--- src/rtl/ext_pkg.sv ---
// ---------------------------------------------------------------------------
// ext_pkg
// Shared definitions for the immediate-extension pipeline.
//   ext_op_e      : extension modes carried on the 2-bit EOp field
//   occ_state_e   : occupancy states of the 2-entry result buffer
//   EXT_OUT_MARGIN: headroom OUT_W needs above IMM_W (the shift-by-2 mode
//                   discards two sign bits, so two spare bits must exist)
//   extWidthsLegal: true when an IMM_W/OUT_W pair is usable
// ---------------------------------------------------------------------------
package ext_pkg;

    typedef enum logic [1:0] {
        EXT_SIGN     = 2'd0,
        EXT_ZERO     = 2'd1,
        EXT_LUI      = 2'd2,
        EXT_SIGN_SL2 = 2'd3
    } ext_op_e;

    typedef enum logic [1:0] {
        OCC_EMPTY = 2'd0,
        OCC_ONE   = 2'd1,
        OCC_FULL  = 2'd2
    } occ_state_e;

    localparam int EXT_OUT_MARGIN = 2;

    function automatic bit extWidthsLegal(input int immW, input int outW);
        return outW >= immW + EXT_OUT_MARGIN;
    endfunction

endpackage

--- src/rtl/ext_pipe_if.sv ---
// ---------------------------------------------------------------------------
// ext_pipe_if
// Valid/ready bundle between an operand producer and a result consumer,
// with the extension pipeline sitting in between.
//   in_valid/in_ready   : operand handshake (imm, EOp)
//   out_valid/out_ready : result handshake (ext)
//   cnt                 : saturating count of delivered results
// modport master : the testbench / upstream+downstream environment
// modport slave  : the ext_pipe block itself
// ---------------------------------------------------------------------------
interface ext_pipe_if #(
    parameter int IMM_W = 16,
    parameter int OUT_W = 32,
    parameter int CNT_W = 16
);
    logic             in_valid;
    logic             in_ready;
    logic [IMM_W-1:0] imm;
    logic [1:0]       EOp;
    logic             out_valid;
    logic             out_ready;
    logic [OUT_W-1:0] ext;
    logic [CNT_W-1:0] cnt;

    modport master (
        output in_valid, imm, EOp, out_ready,
        input  in_ready, out_valid, ext, cnt
    );

    modport slave (
        input  in_valid, imm, EOp, out_ready,
        output in_ready, out_valid, ext, cnt
    );
endinterface

--- src/rtl/ext_core.sv ---
// ---------------------------------------------------------------------------
// ext_core
// Purely combinational immediate extender.
//   imm_i    : IMM_W-bit immediate
//   eop_i    : extension mode (ext_op_e encoding)
//   result_o : OUT_W-bit extended value
// ---------------------------------------------------------------------------
module ext_core
    import ext_pkg::*;
#(
    parameter int IMM_W = 16,
    parameter int OUT_W = 32
) (
    input  logic [IMM_W-1:0] imm_i,
    input  logic [1:0]       eop_i,
    output logic [OUT_W-1:0] result_o
);

    logic [OUT_W-1:0] signExt;

    // The shift-by-2 mode is built from the sign-extended value, so it is
    // computed once and shared.
    assign signExt = {{(OUT_W-IMM_W){imm_i[IMM_W-1]}}, imm_i};

    // Select the extension flavour; the shifted mode drops the top two
    // sign bits and zero-fills the bottom two.
    always_comb begin
        result_o = '0;
        case (ext_op_e'(eop_i))
            EXT_SIGN:     result_o = signExt;
            EXT_ZERO:     result_o = {{(OUT_W-IMM_W){1'b0}}, imm_i};
            EXT_LUI:      result_o = {imm_i, {(OUT_W-IMM_W){1'b0}}};
            EXT_SIGN_SL2: result_o = {signExt[OUT_W-3:0], 2'b00};
            default:      result_o = '0;
        endcase
    end

endmodule

--- src/rtl/ext_pipe.sv ---
// ---------------------------------------------------------------------------
// ext_pipe
// Immediate extender followed by a 2-entry in-order result buffer.
//   clk   : single clock, rising edge
//   reset : asynchronous, active-high; empties the buffer, clears ext/cnt
//   bus   : ext_pipe_if slave modport
//           in_valid/in_ready/imm/EOp  - operand side
//           out_valid/out_ready/ext    - result side (ext = oldest entry)
//           cnt                        - saturating delivered-result count
// in_ready depends only on registered occupancy, never on out_ready, so a
// full buffer refuses operands even in a cycle where it also drains.
// ---------------------------------------------------------------------------
module ext_pipe
    import ext_pkg::*;
#(
    parameter int IMM_W = 16,
    parameter int OUT_W = 32,
    parameter int CNT_W = 16
) (
    input logic        clk,
    input logic        reset,
    ext_pipe_if.slave  bus
);

    if (!extWidthsLegal(IMM_W, OUT_W)) begin : gBadWidths
        $error("ext_pipe: OUT_W must be at least IMM_W+2");
    end

    logic [OUT_W-1:0] coreResult;

    occ_state_e       state_q, state_d;
    logic [OUT_W-1:0] head_q, head_d;
    logic [OUT_W-1:0] tail_q, tail_d;
    logic [CNT_W-1:0] cnt_q, cnt_d;

    logic inReady;
    logic outValid;
    logic push;
    logic pop;

    ext_core #(
        .IMM_W (IMM_W),
        .OUT_W (OUT_W)
    ) uCore (
        .imm_i    (bus.imm),
        .eop_i    (bus.EOp),
        .result_o (coreResult)
    );

    // Occupancy state register.
    always_ff @(posedge clk or posedge reset) begin
        if (reset) begin
            state_q <= OCC_EMPTY;
        end else begin
            state_q <= state_d;
        end
    end

    // Occupancy next state: a simultaneous push and pop leaves it unchanged.
    always_comb begin
        state_d = state_q;
        case (state_q)
            OCC_EMPTY: if (push)          state_d = OCC_ONE;
            OCC_ONE: begin
                if (push && !pop)         state_d = OCC_FULL;
                else if (pop && !push)    state_d = OCC_EMPTY;
            end
            OCC_FULL:  if (pop)           state_d = OCC_ONE;
            default:                      state_d = OCC_EMPTY;
        endcase
    end

    // Handshake outputs decoded from occupancy alone.
    always_comb begin
        inReady  = (state_q != OCC_FULL);
        outValid = (state_q != OCC_EMPTY);
        push     = bus.in_valid && inReady;
        pop      = outValid && bus.out_ready;
    end

    // Buffer data movement. head is always the oldest entry and is simply
    // left alone when the last entry pops, which keeps ext at its last value
    // while empty.
    always_comb begin
        head_d = head_q;
        tail_d = tail_q;
        case (state_q)
            OCC_EMPTY: if (push) head_d = coreResult;
            OCC_ONE: begin
                if (push && pop) head_d = coreResult;
                else if (push)   tail_d = coreResult;
            end
            OCC_FULL:  if (pop)  head_d = tail_q;
            default: begin
                head_d = head_q;
                tail_d = tail_q;
            end
        endcase
    end

    // Delivered-result counter sticks at all-ones instead of wrapping.
    always_comb begin
        cnt_d = cnt_q;
        if (pop && (cnt_q != {CNT_W{1'b1}})) begin
            cnt_d = cnt_q + CNT_W'(1);
        end
    end

    // Datapath registers.
    always_ff @(posedge clk or posedge reset) begin
        if (reset) begin
            head_q <= '0;
            tail_q <= '0;
            cnt_q  <= '0;
        end else begin
            head_q <= head_d;
            tail_q <= tail_d;
            cnt_q  <= cnt_d;
        end
    end

    assign bus.in_ready  = inReady;
    assign bus.out_valid = outValid;
    assign bus.ext       = head_q;
    assign bus.cnt       = cnt_q;

endmodule

--- src/flat_wrapper.sv ---
// flat-port wrapper written by rule: the top's interface ports become plain ports
module ext_pipe_flat import ext_pkg::*;
#(
    parameter int IMM_W = 16,
    parameter int OUT_W = 32,
    parameter int CNT_W = 16
)
  (clk, reset, bus_in_valid, bus_imm, bus_EOp, bus_out_ready, bus_in_ready, bus_out_valid, bus_ext, bus_cnt);
  ext_pipe_if #(.IMM_W(IMM_W), .OUT_W(OUT_W), .CNT_W(CNT_W)) bus_i ();
  input logic clk;
  input logic reset;
  input wire logic [$bits(bus_i.in_valid)-1:0] bus_in_valid;
  input wire logic [$bits(bus_i.imm)-1:0] bus_imm;
  input wire logic [$bits(bus_i.EOp)-1:0] bus_EOp;
  input wire logic [$bits(bus_i.out_ready)-1:0] bus_out_ready;
  output wire logic [$bits(bus_i.in_ready)-1:0] bus_in_ready;
  output wire logic [$bits(bus_i.out_valid)-1:0] bus_out_valid;
  output wire logic [$bits(bus_i.ext)-1:0] bus_ext;
  output wire logic [$bits(bus_i.cnt)-1:0] bus_cnt;
  assign bus_i.in_valid = bus_in_valid;
  assign bus_i.imm = bus_imm;
  assign bus_i.EOp = bus_EOp;
  assign bus_i.out_ready = bus_out_ready;
  assign bus_in_ready = bus_i.in_ready;
  assign bus_out_valid = bus_i.out_valid;
  assign bus_ext = bus_i.ext;
  assign bus_cnt = bus_i.cnt;
  ext_pipe #(.IMM_W(IMM_W), .OUT_W(OUT_W), .CNT_W(CNT_W)) u_core (.clk(clk), .reset(reset), .bus(bus_i));
endmodule
--- config.mk ---
export PLATFORM = sky130hd
export DESIGN_NAME = ext_pipe_flat
export DESIGN_NICKNAME = d
export VERILOG_FILES = /design/src/rtl/ext_pkg.sv /design/src/rtl/ext_pipe_if.sv /design/src/rtl/ext_core.sv /design/src/rtl/ext_pipe.sv /design/src/flat_wrapper.sv
export SDC_FILE = /design/constraint.sdc
export NUM_CORES = 1
export LEC_CHECK = 0
export CELL_PAD_IN_SITES_DETAIL_PLACEMENT = 1
export CELL_PAD_IN_SITES_GLOBAL_PLACEMENT = 1
export CORE_ASPECT_RATIO = 1.5
export CORE_MARGIN = 1
export CORE_UTILIZATION = 41
export CTS_CLUSTER_DIAMETER = 150
export DETAILED_ROUTE_END_ITERATION = 12
export GPL_TIMING_DRIVEN = 0
export MAX_ROUTING_LAYER = met4
export PLACE_DENSITY = 0.77
export SLEW_MARGIN = 20
export SYNTH_ARGS = -nofsm -noshare
export SYNTH_HDL_FRONTEND = slang
export SYNTH_HIERARCHICAL = 1
export SYNTH_SLANG_ARGS = --single-unit
--- constraint.sdc ---
create_clock -name clk -period 3.24 [get_ports clk]
set_input_delay 0.648 -clock clk [delete_from_list [all_inputs] [get_ports clk]]
set_output_delay 0.648 -clock clk [all_outputs]
set_load 0.1 [all_outputs]
# After elaboration in Yosys (flattened, before gate mapping)
# Cells that the tools add are included.
op_classes:
  n_addsub: 1
  n_eq_ne: 11
  n_mux: 10
  n_bitwise: 1
  n_reduce_logical: 15
ops:
  columns: ["cell", "count"]
  rows:
  - ["$pmux 32 s4", 1]
  - ["$mux 32", 3]
  - ["$pmux 32 s3", 1]
  - ["$add 16x1->16 const B", 1]
  - ["$ne 16x16->1 const B", 1]
  - ["$mux 2", 4]
  - ["$eq 2x2->1 const B", 3]
  - ["$logic_and 1x1->1", 6]
  - ["$ne 2x1->1 const B", 3]
  - ["$pmux 2 s3", 1]
  - ["$reduce_and 3->1", 2]
  - ["$eq 2x1->1 const B", 2]
  - ["$logic_not 2->1", 2]
  - ["$reduce_and 4->1", 1]
  - ["$ne 3x1->1 const B", 1]
  - ["$reduce_bool 3->1", 1]
  - ["$logic_not 1->1", 2]
  - ["$ne 2x2->1 const B", 1]
  - ["$reduce_bool 2->1", 1]
  - ["$not 1->1", 1]
word_totals:
  regBits: 82
  inputBits: 22
  output_inout_bits: 50
  word_cells: 42

# Longest topological paths before layout
# Gate-level depths: netlist of the first run.
logic_depth:
  ltp_word: 7
  ltp_mapped: 8
  mapped_depth_nobuf: 6

# By module
# Netlist of the first run, hierarchy kept.
by_module_without_submodules:
  columns: ["mod", "instances", "cells_per_inst", "area_each_um2", "seq_area_each_um2"]
  rows:
  - ["ext_pipe", 1, 333, 3560.9, 2052.0]
  - ["ext_core", 1, 60, 511.7, 0.0]

# Worst setup path after synthesis of the first run
# Ideal clock, no wire load.
synth_path:
  path_type: "register -> register"
  start: "reg u_core.state_q[1]"
  end: "reg u_core.state_q[1]"
  setup_ps: 103
  arrival_ps: 2516
  required_time_ps: 3137
  slack_ps: 620
  path_stages_with_launch: 9
  path_buffers: 2
  period_less_slack_ps: 2620
  cell_sequence: "dfrtp_1 -> nor2b_1 -> buf_2 -> clkinv_1 -> clkbuf_1 -> and2_1 -> ha_1 -> nand4b_1 -> o21ai_0"
synth_between:
  elab_chain_cells: 6
  word_cells_on_any_way: 17
  classes_between: "6 x eq/ne; 2 x mux; 9 x reduce/logical"
synth_rtl:
  columns: ["item", "line_no", "source"]
  rows:
  - ["start: declaration", "ext_pipe.sv:31", "occ_state_e state_q, state_d;"]
  - ["start signal: assignment", "ext_pipe.sv:55", "state_q <= state_d;"]
  - ["$ne 2x2->1 *", "ext_pipe.sv:75", "inReady = (state_q != OCC_FULL);"]
  - ["net bus_in_ready", "flat_wrapper.sv:16", "output wire logic [$bits(bus_i.in_ready)-1:0] bus_in_ready;"]
  - ["$logic_and 1x1->1 *", "ext_pipe.sv:77", "push = bus.in_valid && inReady;"]
  - ["$logic_not 1->1", "ext_pipe.sv:66", "else if (pop && !push) state_d = OCC_EMPTY;"]
  - ["$logic_and 1x1->1", "ext_pipe.sv:66", null]
  - ["$ne 3x1->1 (no line)", null, null]
  - ["$reduce_and 3->1 (no line)", null, null]
# The timed path passes the listed nets; every way through them passes the cells marked *.
# A chain may end at the register's enable or synchronous reset.

# Final worst setup path of the first run
layout_path:
  start: "reg u_core.state_q[1]"
  end: "out bus_in_ready"
layout_between:
  elab_chain_cells: 1
layout_rtl:
  columns: ["item", "line_no"]
  rows:
  - ["$ne 2x2->1", "ext_pipe.sv:75"]
  - ["end: declaration", "flat_wrapper.sv:16"]
# Every way passes these cells.

==> impl_metrics.py, run 1 <==
metrics = {
    "timing": {
        "slew_headroom_pct": 33.73,
        "holdWs_ns": 0.5084,
        "fin_tns_setup_ns": 0,
        "skew_ns": 0.008504,
        "fin_crit_sh_pct": 90.55,
        "worst_pin_slew_ns": 0.9909,
        "rsz0062_at_grt": "no",
        "fmax_mhz": 340.9,
        "final_max_slew_viol_count": 0,
        "period_needed_ns": 2.934,
        "setup_violations": 0,
        "hold_violations": 0,
    },
    "route": {
        "drt_iter0_drc": 155,
        "num_vias": 3267,
        "drt_pass1_iterations": 4,
        "via_per_inst": 5.500,
        "drc": 0,
        "ant_nets": 0,
        "wl_um": 10620,
        "wl_per_cell_um": 17.87,
    },
    "layout": {
        "finalNetCount": 498,
        "drive_above_1_share_pct": 16.08,
        "area_growth_pct": 27.80,
        "final_common_cell": "dfrtp_1",
        "stdcell_count": 594,
        "most-common-layout-cells": "82 x dfrtp_1, 74 x nand2_1, 68 x clkdlybuf4s50_1, 36 x nor2_1, 34 x a31oi_1",
        "num_antenna_cells": 0,
        "nFillCells": 1071,
        "post-route-cell-area_um2": 5205,
    },
    "floorplan": {
        "die_w_um": 83.38,
        "ios": 72,
        "initial_core_util_pct": 42.03,
        "core_area_um2": 9689,
        "die_h_um": 124.1,
        "rows": 44,
        "dieArea_um2": 10340,
    },
    "setup_path": {
        "start_kind": "register",
        "path_class": "register to output port",
        "crit_path_max_fanout": 10,
        "crit_required_ns": 2.59,
        "cp-end-kind": "output port",
        "arrival_ns": 2.29,
    },
    "synthesis": {
        "synth_top_family_by_area": "simple AND/OR/NAND/NOR gates",
        "synth.distinct_cells": 47,
        "synth_xor_area_share_pct": 2.151,
        "seq_area_frac_synth_pct": 50.38,
        "synth_nets": 417,
        "ys_warn_count": 6,
        "yosys-mux-area-fraction_pct": 13.86,
        "syn_inst": 393,
        "synthAdderAreaFrac_pct": 0.6144,
        "synth-compound-area-share_pct": 11.64,
        "syn_avg_cell_area_um2": 10.36,
        "netlist_area_um2": 4073,
        "yosys.area_share.simple_pct": 16.68,
        "synth-seq-cells": 82,
    },
    "grt": {
        "grt_pass1_wl_um": 17310,
        "first_global_vias": 3436,
        "grt_max_degree": 54,
        "antenna_found_initial": 0,
        "grt_use_total_pct": 22.33,
        "grt-ovfl-total": 0,
    },
    "placed_design": {
        "place_area_um2": 4937,
        "gp_congestion": 0.8105,
        "dp.cells": 578,
        "port_buffers": 69,
        "hpwl_um": 7643,
    },
    "worst_hold_path": {
        "worstHoldPathType": "register to register",
    },
    "cts": {
        "worstSkewPairLatency_ns": 0.33,
        "cts_inserted_buffers": 9,
        "cts_setup_buffers": 0,
        "cts_tree": "done",
        "h-tree-depth": 3,
        "clock-root-buffer": "clkbuf_16",
        "numClockSinks": 82,
        "clk_path_buf_depth": 2,
        "clkTransAtPathRegs_ns": 0.06,
    },
    "status": {
        "outcome": "finished, final reports clean",
    },
    "flow_run": {
        "maxCapViolations": 0,
    },
}
==> synth_stat cells, drive strengths merged <==
cell | n | area share (%)
a32o | 1 | 0.25
nor3 | 5 | 0.61
nand2 | 74 | 6.8
mux2 | 35 | 9.7
and2b | 2 | 0.43
and2 | 2 | 0.37
or3 | 1 | 0.15
or4 | 1 | 0.28
a21boi | 2 | 0.37
clkbuf | 10 | 1.3
nand4b | 1 | 0.22
nand4 | 4 | 0.61
or2 | 1 | 0.15
nor2b | 1 | 0.15
clkinv | 1 | 0.092
o21ai | 18 | 2.4
a22o | 14 | 3.1
ha | 2 | 0.61
nand3 | 5 | 0.92
nor4b | 2 | 0.43
xor2 | 10 | 2.2
nor4bb | 1 | 0.25
nor2 | 36 | 3.3
clkdlybuf4s15 | 1 | 0.28
mux2i | 17 | 4.2
or2b | 1 | 0.18
dfrtp | 82 | 50
nor4 | 6 | 1.6
a21oi | 1 | 0.12
nor3b | 1 | 0.18
inv | 3 | 0.28
a31oi | 34 | 5.2
buf | 17 | 2.8
o21bai | 1 | 0.18
==> metal layers <==
metal  global-route usage [%]  vias to the layer above  part of all wire, %
met4                    7.974                        0                  1.5
met2                    40.22                       58                   53
met5                        -                        -                    0
li1                         -                     1541                    -
met1                    25.09                     1655                   43
met3                    3.777                       13                  2.4
==> critical path, stage by stage, from the launching register on <==
cell,delay (ns)
dfrtp_1,0.43
nor2b_1,0.16
buf_2,0.17
clkinv_1,0.15
clkbuf_1,0.41
clkdlybuf4s15_2,0.63
==> cell families (layout without fill, tap and decap cells) <==
kind of cell | Yosys count | in the layout
AND/OR/NAND/NOR | 144 | 144
AO/OA/AOI/OAI | 71 | 71
flip-flops | 82 | 82
buffers and inverters | 32 | 118
adder cells (fa/ha/maj) | 2 | 2
multiplexers | 52 | 52
XOR/XNOR | 10 | 10
==> final cells by class <==
| class | count | area (um2) | share of cell area [%] |
|---|---|---|---|
| multi-input cells | 279 | 1831 | 35.17 |
| well taps | 115 | 143.9 | 2.764 |
| plain buffers | 28 | 175.2 | 3.365 |
| repair buffers | 70 | 719.4 | 13.82 |
| inverters | 4 | 17.52 | 0.3365 |
| clock buffers | 14 | 254.0 | 4.880 |
| clock inverters | 2 | 12.51 | 0.2404 |
| flip-flops and latches | 82 | 2052 | 39.42 |
==> registers in the layout, summed over array words and instances, names as in the netlist <==
register	cells
u_core/bus.cnt	16
u_core/bus.ext	32
u_core/state_q	2
u_core/tail_q	32
==> stage by stage <==
stage | utilization (%) | setup slack [ns]
6_report | 53.72 | 0.3063
5_1_grt | 53.72 | 0.1751
4_1_cts | 53.72 | 0.2599
3_5_place_dp | 50.96 | 0.03798
3_3_place_gp | 50.65 | -0.8802
2_1_floorplan | - | 0.4836
==> final timing paths <==
check / start / end / slack (ns) / cells past startpoint
setup / recovery: u_core/state_q[1]$_DFFE_PP0P_ / bus_in_ready / 0.31 / 5
hold / removal: u_core/tail_q[0]$_DFFE_PP0P_ / u_core/tail_q[0]$_DFFE_PP0P_ / 0.51 / 1
setup reg to reg: u_core/state_q[0]$_DFFE_PP0P_ / u_core/state_q[0]$_DFFE_PP0P_ / 1.00 / 8
hold reg to reg: u_core/tail_q[0]$_DFFE_PP0P_ / u_core/tail_q[0]$_DFFE_PP0P_ / 0.51 / 1
max in group asynchronous: reset / u_core/bus.cnt[9]$_DFFE_PP0P_ / 1.96 / 3
min in group asynchronous: reset / u_core/bus.ext[12]$_DFFE_PP0P_ / 0.67 / 2
==> repair_timing <==
| action | in CTS | in global routing |
|---|---|---|
| hold buffers | 0 | 0 |
| setup endpoints to repair | 1 | 0 |
| gates resized for setup | 3 | 0 |
Power of run 1 is not shown: default switching activity piles up to over one toggle a cycle in this logic, so the estimate is an artifact.
==> inputs of run 2 (changes only) <==
- CAP_MARGIN: unset -> 20
==> results of run 2 <==
Same layout as run 1: the final DEF is identical, and so are final timing and power.
Power of run 2 is left out for the same reason.
==> inputs of run 3 (changes only) <==
- CTS_BUF_LIST: unset -> sky130_fd_sc_hd__clkbuf_8 sky130_fd_sc_hd__clkbuf_16
- PLACE_DENSITY: 0.77 -> unset
- PLACE_DENSITY_LB_ADDON: unset -> 0.1
==> impl_metrics.py, run 3 (synthesis results as in run 1) <==
metrics = {
    "timing": {
        "worst_pin_slew_ns": 0.9768,
        "slew_headroom_pct": 34.67,
        "fin_crit_sh_pct": 94.36,
        "setup_ws_ns": 0.1829,
        "skew_ns": 0.004387,
        "fmax_mhz": 327.1,
        "hold_violations": 0,
        "rsz0062_at_grt": "no",
        "setup_violations": 0,
        "period_needed_ns": 3.057,
        "final_max_slew_viol_count": 0,
        "holdWs_ns": 0.4880,
    },
    "placed_design": {
        "dp.cells": 578,
        "place_area_um2": 4930,
        "gp_congestion": 0.7732,
        "hpwl_um": 8035,
        "place_ws_ns": -0.01042,
        "port_buffers": 69,
    },
    "worst_hold_path": {
        "worstHoldPathType": "register to register",
    },
    "status": {
        "outcome": "finished, final reports clean",
    },
    "cts": {
        "clock-root-buffer": "clkbuf_16",
        "holdBufCountCts": 0,
        "worstSkewPairLatency_ns": 0.34,
        "cts_setup_buffers": 0,
        "clkTransAtPathRegs_ns": 0.06,
        "cts_tree": "done",
        "cts_inserted_buffers": 9,
        "numClockSinks": 82,
        "h-tree-depth": 3,
        "clk_path_buf_depth": 2,
    },
    "route": {
        "ant_nets": 0,
        "via_per_inst": 5.531,
        "num_vias": 3280,
        "drt_pass1_iterations": 4,
        "wl_um": 11020,
        "wl_per_cell_um": 18.59,
        "drc": 0,
        "drt_iter0_drc": 142,
    },
    "layout": {
        "nFillCells": 1067,
        "post-route-cell-area_um2": 5218,
        "finalNetCount": 498,
        "stdcell_count": 593,
        "final_common_cell": "dfrtp_1",
        "most-common-layout-cells": "82 x dfrtp_1, 74 x nand2_1, 68 x clkdlybuf4s50_1, 36 x nor2_1, 34 x a31oi_1",
        "area_growth_pct": 28.11,
        "drive_above_1_share_pct": 16.32,
        "num_antenna_cells": 0,
    },
    "grt": {
        "grt_use_total_pct": 23.75,
        "grt_max_degree": 43,
        "grt_pass1_wl_um": 18170,
        "grt-ovfl-total": 0,
        "antenna_found_initial": 0,
        "first_global_vias": 3530,
    },
    "floorplan": {
        "initial_core_util_pct": 42.03,
        "dieArea_um2": 10340,
        "die_w_um": 83.38,
        "ios": 72,
        "die_h_um": 124.1,
        "rows": 44,
        "core_area_um2": 9689,
    },
    "setup_path": {
        "arrival_ns": 2.41,
        "cp-end-kind": "output port",
        "crit_path_max_fanout": 10,
        "path_class": "register to output port",
        "start_kind": "register",
        "crit_required_ns": 2.59,
    },
    "flow_run": {
        "maxCapViolations": 0,
    },
}
==> run 3: cell count changes in the layout (fill, tap and decap cells not counted), sizes merged <==
cell	previous run	this run
clkinvlp	1	0
clkbuf	24	20
bufinv	0	1
inv	3	5
clkinv	2	3
==> run 3: layout make-up <==
| cell class | count | area (um2) | area share [%] |
|---|---|---|---|
| buffer | 28 | 175.2 | 3.357 |
| clock buffer | 10 | 239.0 | 4.580 |
| clock inverter | 5 | 47.55 | 0.9113 |
| inverter | 4 | 17.52 | 0.3357 |
| multi-input combinational | 279 | 1831 | 35.08 |
| sequential | 82 | 2052 | 39.33 |
| tap | 115 | 143.9 | 2.758 |
| timing repair buffer | 70 | 711.9 | 13.65 |
==> run 3: metrics by stage <==
stage          util [%]  setup TNS [ns]
2_1_floorplan         -               0
3_3_place_gp      50.65          -79.58
3_5_place_dp      50.88        -0.01042
4_1_cts           53.85               0
5_1_grt           53.85               0
6_report          53.85               0
==> run 3: path summary, 6_finish.rpt <==
path | start | to | slack, ns | cells after the start
worst max register to register | u_core/state_q[1]$_DFFE_PP0P_ | u_core/state_q[1]$_DFFE_PP0P_ | 0.81 | 8
max in group asynchronous | reset | u_core/tail_q[19]$_DFFE_PP0P_ | 1.90 | 3
worst min-delay path | u_core/tail_q[13]$_DFFE_PP0P_ | u_core/tail_q[13]$_DFFE_PP0P_ | 0.49 | 1
worst max-delay path | u_core/state_q[1]$_DFFE_PP0P_ | bus_in_ready | 0.18 | 5
min in group asynchronous | reset | u_core/bus.cnt[11]$_DFFE_PP0P_ | 0.72 | 2
worst min register to register | u_core/tail_q[13]$_DFFE_PP0P_ | u_core/tail_q[13]$_DFFE_PP0P_ | 0.49 | 1
==> run 3: per-layer routing <==
metal / global-route usage (%) / up-vias / share of wire (%)
met1: 26.02 / 1660 / 40
met4: 8.297 / 0 / 1.2
li1: - / 1539 / -
met2: 43.39 / 72 / 56
met5: - / - / 0
met3: 4.307 / 9 / 3.3
==> run 3: critical path: stages, from the launching register on <==
cell,delay (ns)
dfrtp_1,0.46
nor2b_1,0.20
buf_2,0.26
clkinv_1,0.30
clkbuf_1,0.33
clkdlybuf4s15_2,0.52
==> run 3: timing repair <==
item                                    4_1_cts  5_1_grt
hold endpoints to repair                      0        0
resized for setup                             3        0
endpoints found under the setup margin        1        0
Power of run 3 is left out for the same reason.
